===== config.mk =====
export PLATFORM = sky130hd
export DESIGN_NAME = led_rate_ctrl_flat
export DESIGN_NICKNAME = d
export VERILOG_FILES = /design/src/rtl/led_rate_ctrl_if.sv /design/src/rtl/led_rate_ctrl.sv /design/src/flat_wrapper.sv
export SDC_FILE = /design/constraint.sdc
export NUM_CORES = 1
export LEC_CHECK = 0
export BUFFER_PORTS_ARGS = -buffer_cell sky130_fd_sc_hd__buf_2
export CORE_MARGIN = 5
export CORE_UTILIZATION = 47
export CTS_CLUSTER_SIZE = 14
export DETAILED_ROUTE_END_ITERATION = 12
export GPL_ROUTABILITY_DRIVEN = 0
export PLACE_DENSITY_LB_ADDON = 0.3
export SLEW_MARGIN = 20
export SYNTH_ARGS = -nofsm -noshare
export SYNTH_HDL_FRONTEND = slang
export SYNTH_SLANG_ARGS = --single-unit

===== constraint.sdc =====
create_clock -name Clock -period 2.8 [get_ports Clock]
set_input_delay 0.28 -clock Clock [delete_from_list [all_inputs] [get_ports Clock]]
set_output_delay 0.28 -clock Clock [all_outputs]
set_load 0.02 [all_outputs]

===== src/rtl/led_rate_ctrl_if.sv =====
// rtl/led_rate_ctrl_if.sv - push-button input and rate/tick outputs of the LED rate stage
interface led_rate_ctrl_if;
    logic       Key_n;
    logic       Tick;
    logic [1:0] Rate_sel;
    logic       Key_press;
    logic       Led_out;

    modport master (
        output Key_n,
        input  Tick,
        input  Rate_sel,
        input  Key_press,
        input  Led_out
    );

    modport slave (
        input  Key_n,
        output Tick,
        output Rate_sel,
        output Key_press,
        output Led_out
    );
endinterface


===== src/rtl/led_rate_ctrl.sv =====
// rtl/led_rate_ctrl.sv - debounced button steps a 4-entry blink rate and emits a half-period Tick
module led_rate_ctrl #(
    parameter logic [23:0] DEBOUNCE_CYCLES = 24'd540_000,
    parameter logic [23:0] HALF_PERIOD_0   = 24'd13_499_999,
    parameter logic [23:0] HALF_PERIOD_1   = 24'd6_749_999,
    parameter logic [23:0] HALF_PERIOD_2   = 24'd3_374_999,
    parameter logic [23:0] HALF_PERIOD_3   = 24'd1_687_499
) (
    input  logic             Clock,
    input  logic             Reset_n,
    led_rate_ctrl_if.slave   io
);

    typedef enum logic [1:0] {
        IDLE         = 2'd0,
        PRESS_WAIT   = 2'd1,
        PRESSED      = 2'd2,
        RELEASE_WAIT = 2'd3
    } deb_state_t;

    deb_state_t  state, state_nxt;
    logic [23:0] dcnt, dcnt_nxt;
    logic [23:0] hcnt;
    logic [23:0] limit;
    logic        key_s1, key_s2;
    logic        press_evt;
    logic        tick_q, press_q, led_q;
    logic [1:0]  rate_q;

    // Synchronizer flops reset to the released level so reset never looks like a press.
    always_ff @(posedge Clock or negedge Reset_n) begin
        if (!Reset_n) begin
            key_s1 <= 1'b1;
            key_s2 <= 1'b1;
            state  <= IDLE;
            dcnt   <= 24'd0;
        end else begin
            key_s1 <= io.Key_n;
            key_s2 <= key_s1;
            state  <= state_nxt;
            dcnt   <= dcnt_nxt;
        end
    end

    always_comb begin
        state_nxt = state;
        dcnt_nxt  = dcnt;
        press_evt = 1'b0;
        case (state)
            IDLE: begin
                if (!key_s2) begin
                    state_nxt = PRESS_WAIT;
                    dcnt_nxt  = 24'd0;
                end
            end
            PRESS_WAIT: begin
                if (key_s2) begin
                    state_nxt = IDLE;
                    dcnt_nxt  = 24'd0;
                end else if (dcnt == DEBOUNCE_CYCLES - 24'd1) begin
                    state_nxt = PRESSED;
                    dcnt_nxt  = 24'd0;
                    press_evt = 1'b1;
                end else begin
                    dcnt_nxt  = dcnt + 24'd1;
                end
            end
            PRESSED: begin
                if (key_s2) begin
                    state_nxt = RELEASE_WAIT;
                    dcnt_nxt  = 24'd0;
                end
            end
            RELEASE_WAIT: begin
                // A bounce back low returns to PRESSED silently; only PRESS_WAIT can pulse.
                if (!key_s2) begin
                    state_nxt = PRESSED;
                    dcnt_nxt  = 24'd0;
                end else if (dcnt == DEBOUNCE_CYCLES - 24'd1) begin
                    state_nxt = IDLE;
                    dcnt_nxt  = 24'd0;
                end else begin
                    dcnt_nxt  = dcnt + 24'd1;
                end
            end
            default: begin
                state_nxt = IDLE;
                dcnt_nxt  = 24'd0;
            end
        endcase
    end

    always_comb begin
        limit = HALF_PERIOD_0;
        case (rate_q)
            2'd0:    limit = HALF_PERIOD_0;
            2'd1:    limit = HALF_PERIOD_1;
            2'd2:    limit = HALF_PERIOD_2;
            default: limit = HALF_PERIOD_3;
        endcase
    end

    // A press overrides a coincident terminal count so the new rate starts a full half-period.
    always_ff @(posedge Clock or negedge Reset_n) begin
        if (!Reset_n) begin
            hcnt    <= 24'd0;
            tick_q  <= 1'b0;
            led_q   <= 1'b0;
            rate_q  <= 2'd0;
            press_q <= 1'b0;
        end else begin
            press_q <= press_evt;
            if (press_evt) begin
                rate_q <= rate_q + 2'd1;
                hcnt   <= 24'd0;
                tick_q <= 1'b0;
            end else if (hcnt < limit) begin
                hcnt   <= hcnt + 24'd1;
                tick_q <= 1'b0;
            end else begin
                hcnt   <= 24'd0;
                tick_q <= 1'b1;
                led_q  <= ~led_q;
            end
        end
    end

    assign io.Tick      = tick_q;
    assign io.Rate_sel  = rate_q;
    assign io.Key_press = press_q;
    assign io.Led_out   = led_q;

endmodule

===== src/flat_wrapper.sv =====
// flat-port wrapper written by rule: the top's interface ports become plain ports
module led_rate_ctrl_flat 
#(
    parameter logic [23:0] DEBOUNCE_CYCLES = 24'd540_000,
    parameter logic [23:0] HALF_PERIOD_0   = 24'd13_499_999,
    parameter logic [23:0] HALF_PERIOD_1   = 24'd6_749_999,
    parameter logic [23:0] HALF_PERIOD_2   = 24'd3_374_999,
    parameter logic [23:0] HALF_PERIOD_3   = 24'd1_687_499
)
  (Clock, Reset_n, io_Key_n, io_Tick, io_Rate_sel, io_Key_press, io_Led_out);
  led_rate_ctrl_if io_i ();
  input  logic Clock;
  input  logic Reset_n;
  input wire logic [$bits(io_i.Key_n)-1:0] io_Key_n;
  output wire logic [$bits(io_i.Tick)-1:0] io_Tick;
  output wire logic [$bits(io_i.Rate_sel)-1:0] io_Rate_sel;
  output wire logic [$bits(io_i.Key_press)-1:0] io_Key_press;
  output wire logic [$bits(io_i.Led_out)-1:0] io_Led_out;
  assign io_i.Key_n = io_Key_n;
  assign io_Tick = io_i.Tick;
  assign io_Rate_sel = io_i.Rate_sel;
  assign io_Key_press = io_i.Key_press;
  assign io_Led_out = io_i.Led_out;
  led_rate_ctrl #(.DEBOUNCE_CYCLES(DEBOUNCE_CYCLES), .HALF_PERIOD_0(HALF_PERIOD_0), .HALF_PERIOD_1(HALF_PERIOD_1), .HALF_PERIOD_2(HALF_PERIOD_2), .HALF_PERIOD_3(HALF_PERIOD_3)) u_core (.Clock(Clock), .Reset_n(Reset_n), .io(io_i));
endmodule

==> flow_summary.json <==
{
  "status": "complete, no violations",
  "min_path_type": "in2async",
  "die_w_um": 93.2,
  "yosys-top-cells-area": "dfrtp_1 42%, ha_1 9.2%, xor2_1 5.4%",
  "clock_skew_ps": 8.60,
  "crit_buf_inv": 1,
  "start_kind": "flop",
  "grt_pass1_vias": 2475,
  "crit_type": "reg2reg",
  "rrSetupSlack_ps": 210,
  "total_power_mw": 1.88,
  "numCtsBuffers": 9,
  "drive_gt1_share_pct": 11.4,
  "endpoint_kind": "flop",
  "yosys_most_used_dff": "dfrtp_1",
  "ys_seq_elements": 57,
  "cts_setup_buffers": 0,
  "yosys.cell_count.top_type": "dfrtp_1",
  "arrival_ps": 2800,
  "placed_cells": 432,
  "crit_required_ps": 3010,
  "grt_setup_unrepaired": "no",
  "htree_levels": 3,
  "route.detailed.drc": 0,
  "synth_common_cells": "55 x dfrtp_1, 45 x nor2_1, 32 x o21ai_0",
  "cp_top_family": "simple AND/OR/NAND/NOR gates",
  "pin_count": 8,
  "setup_viol": 0,
  "nNetsFinal": 390,
  "fp-row-count": 30,
  "syn_inst": 345,
  "synth_area_leader_cell": "dfrtp_1",
  "ir_drop_mv": 0.449,
  "postLayoutCellArea_um2": 3610,
  "diodes": 0,
  "fmax_mhz": 386,
  "wl_per_cell_um": 14.8,
  "async_reset_ff_share_pct": 100,
  "startpoint": "u_core.dcnt[17]",
  "clk_root_buffer_cell": "clkbuf_8",
  "cts.path.max_buffers": 2,
  "powerDensity_nw_per_um2": 522,
  "syn_to_final_growth_pct": 11.0,
  "core_um2": 6760,
  "routed_wl_mm": 6.65,
  "avgViaCountPerCell": 5.66,
  "max_stage_delay_ps": 540,
  "place_area_um2": 3400,
  "ys_types": 44,
  "maxSlewViolCount": 0,
  "netlist.area_leader.share_pct": 42.3,
  "maxSlewHeadroom_pct": 42.1,
  "syn_nets": 372,
  "seq_area_um2": 1430,
  "setup_tns_ps": 0,
  "clk_latency_ps": 340,
  "clock_sinks": 57,
  "dp_hpwl_mm": 4.56,
  "antenna_found_initial": 0,
  "cp_cell_sequence": "or4b_1 -> or4_4 -> o31ai_4 -> buf_12 -> and2b_1 -> o21ai_0 -> o31ai_1",
  "dieArea_um2": 8680,
  "critPathSlowestCell": "or4_4",
  "power.leakage_nw": 1.66,
  "synth_compound_area_share_pct": 12.4,
  "hold_viol_final": 0,
  "via_count": 2536,
  "grt_max_degree": 40,
  "cp_max_fo": 32,
  "start_util_pct": 48.1,
  "grt_usage_pct": 16.9,
  "ant_nets": 0,
  "synth_fa_ha_area_share_pct": 9.24,
  "io_buffers": 7,
  "yosys.area_share.simple_pct": 22.6,
  "fin_crit_sh_pct": 92.4,
  "fill_cells": 622,
  "max_slew.worst_pin.slew_ps": 868,
  "clk_pin_slew_worst_paths_ps": 70,
  "r2r_start": "u_core.dcnt[17]",
  "synth.avg_cell_area_um2": 9.42,
  "cap_violations": 0,
  "synth_mux_area_share_pct": 0.616,
  "cts_tree": "built",
  "fin_crit_ps": 2590,
  "grt_pass1_wl_mm": 11.5,
  "yosysSeqAreaShare_pct": 44.0,
  "pre_cts_ws_ps": 206,
  "synth_top_family_by_area": "simple AND/OR/NAND/NOR gates",
  "synth_xor_area_share_pct": 7.54,
  "fin_cells": 448,
  "die_h_um": 93.2,
  "drtPass1Iterations": 4,
  "drtIter0Drc": 73,
  "worst_slack_ps": 212,
  "multi_input_area_um2": 1700,
  "grt-ovfl-total": 0,
  "netlist_area_um2": 3250,
  "yosysWarnings": 0,
  "synth_edf_count": 0
}
==> logic make-up (layout without fill, tap and decap cells) <==
logic type / after synthesis / count (layout)
adder cells (fa/ha/maj): 24 / 24
buffers and inverters: 21 / 44
XOR/XNOR: 28 / 28
AND/OR/NAND/NOR: 145 / 145
flip-flops: 57 / 57
AO/OA/AOI/OAI: 68 / 68
multiplexers: 2 / 2
==> layout by cell type, fill, tap and decap left out, types with 2 or more instances in the layout <==
| master | instances |
|---|---|
| nor3_1 | 5 |
| nor2_1 | 45 |
| dfrtp_1 | 54 |
| and2_1 | 3 |
| o21ai_1 | 6 |
| nor4_1 | 3 |
| a211oi_1 | 3 |
| and3_1 | 10 |
| a21oi_1 | 12 |
| xnor2_1 | 8 |
| nand4_1 | 13 |
| mux2i_1 | 2 |
| inv_1 | 10 |
| nand2_1 | 30 |
| a31oi_1 | 3 |
| and4_2 | 2 |
| buf_4 | 10 |
| clkbuf_8 | 12 |
| dfstp_2 | 2 |
| and2b_1 | 2 |
| clkbuf_1 | 2 |
| and4_1 | 3 |
| ha_1 | 24 |
| buf_2 | 7 |
| xor2_1 | 20 |
| nor2b_1 | 2 |
| nand3_1 | 19 |
| o21ai_0 | 31 |
| o31ai_1 | 7 |
==> metal layers <==
metal	vias to the layer above	wire length [um]	GRT usage [%]
met5	-	0	0
met4	0	118	6.84
met3	15	266	5.31
met2	53	3160	27.8
met1	1207	3100	20.5
li1	1261	-	-
==> through the flow <==
| step | util, % | hold slack, ps |
|---|---|---|
| 5_1_grt | 53.4 | 27.2 |
| 6_report | 53.4 | 48.4 |
| 3_5_place_dp | 50.3 | 359 |
| 4_1_cts | 53.4 | 27.2 |
| 2_1_floorplan | - | -15.6 |
| 3_3_place_gp | 50.3 | 346 |
==> worst register-to-register path, cell delays in order, from the launching register on <==
cell	delay, ps
dfrtp_1	450
or4b_1	530
or4_4	540
o31ai_4	300
buf_12	220
and2b_1	190
o21ai_0	140
o31ai_1	90
==> timing repair <==
action	in CTS	in global routing
endpoints found under the setup margin	0	24
hold buffers	0	0
resized for setup	0	3
==> power by group <==
group	internal (mW)	total [mW]	switching, mW
combinational	0.0718	0.211	0.139
clock	0.483	0.802	0.318
sequential	0.847	0.870	0.0235
total	1.40	1.88	0.481
==> sequential cells by signal (all words and copies together), names as in the netlist, named ones only <==
signal,flops
u_core.key_s1,1
u_core.io.Tick,1
u_core.io.Key_press,1
u_core.key_s2,1
u_core.hcnt,24
u_core.state,1
u_core.io.Led_out,1
u_core.dcnt,24
u_core.io.Rate_sel,2
==> cell type report <==
type                            count  share of cell area [%]
Multi-Input combinational cell    267                    47.2
Sequential cell                    57                    39.6
Clock buffer                       14                    4.78
Timing Repair Buffer               18                    3.60
Tap cell                           80                    2.77
Inverter                           10                    1.04
Clock inverter                      2                   0.971
==> path summary, 6_finish.rpt <==
path,endpoint,depth (start not counted)
min in group Clock,u_core.key_s1,1
worst min register to register,u_core.key_s2,0
worst min-delay path,u_core.hcnt[2],1
worst max-delay path,u_core.dcnt[4],7
worst max register to register,u_core.dcnt[4],7
max in group asynchronous,u_core.key_s2,2
Power figures use the tool's default switching activity.
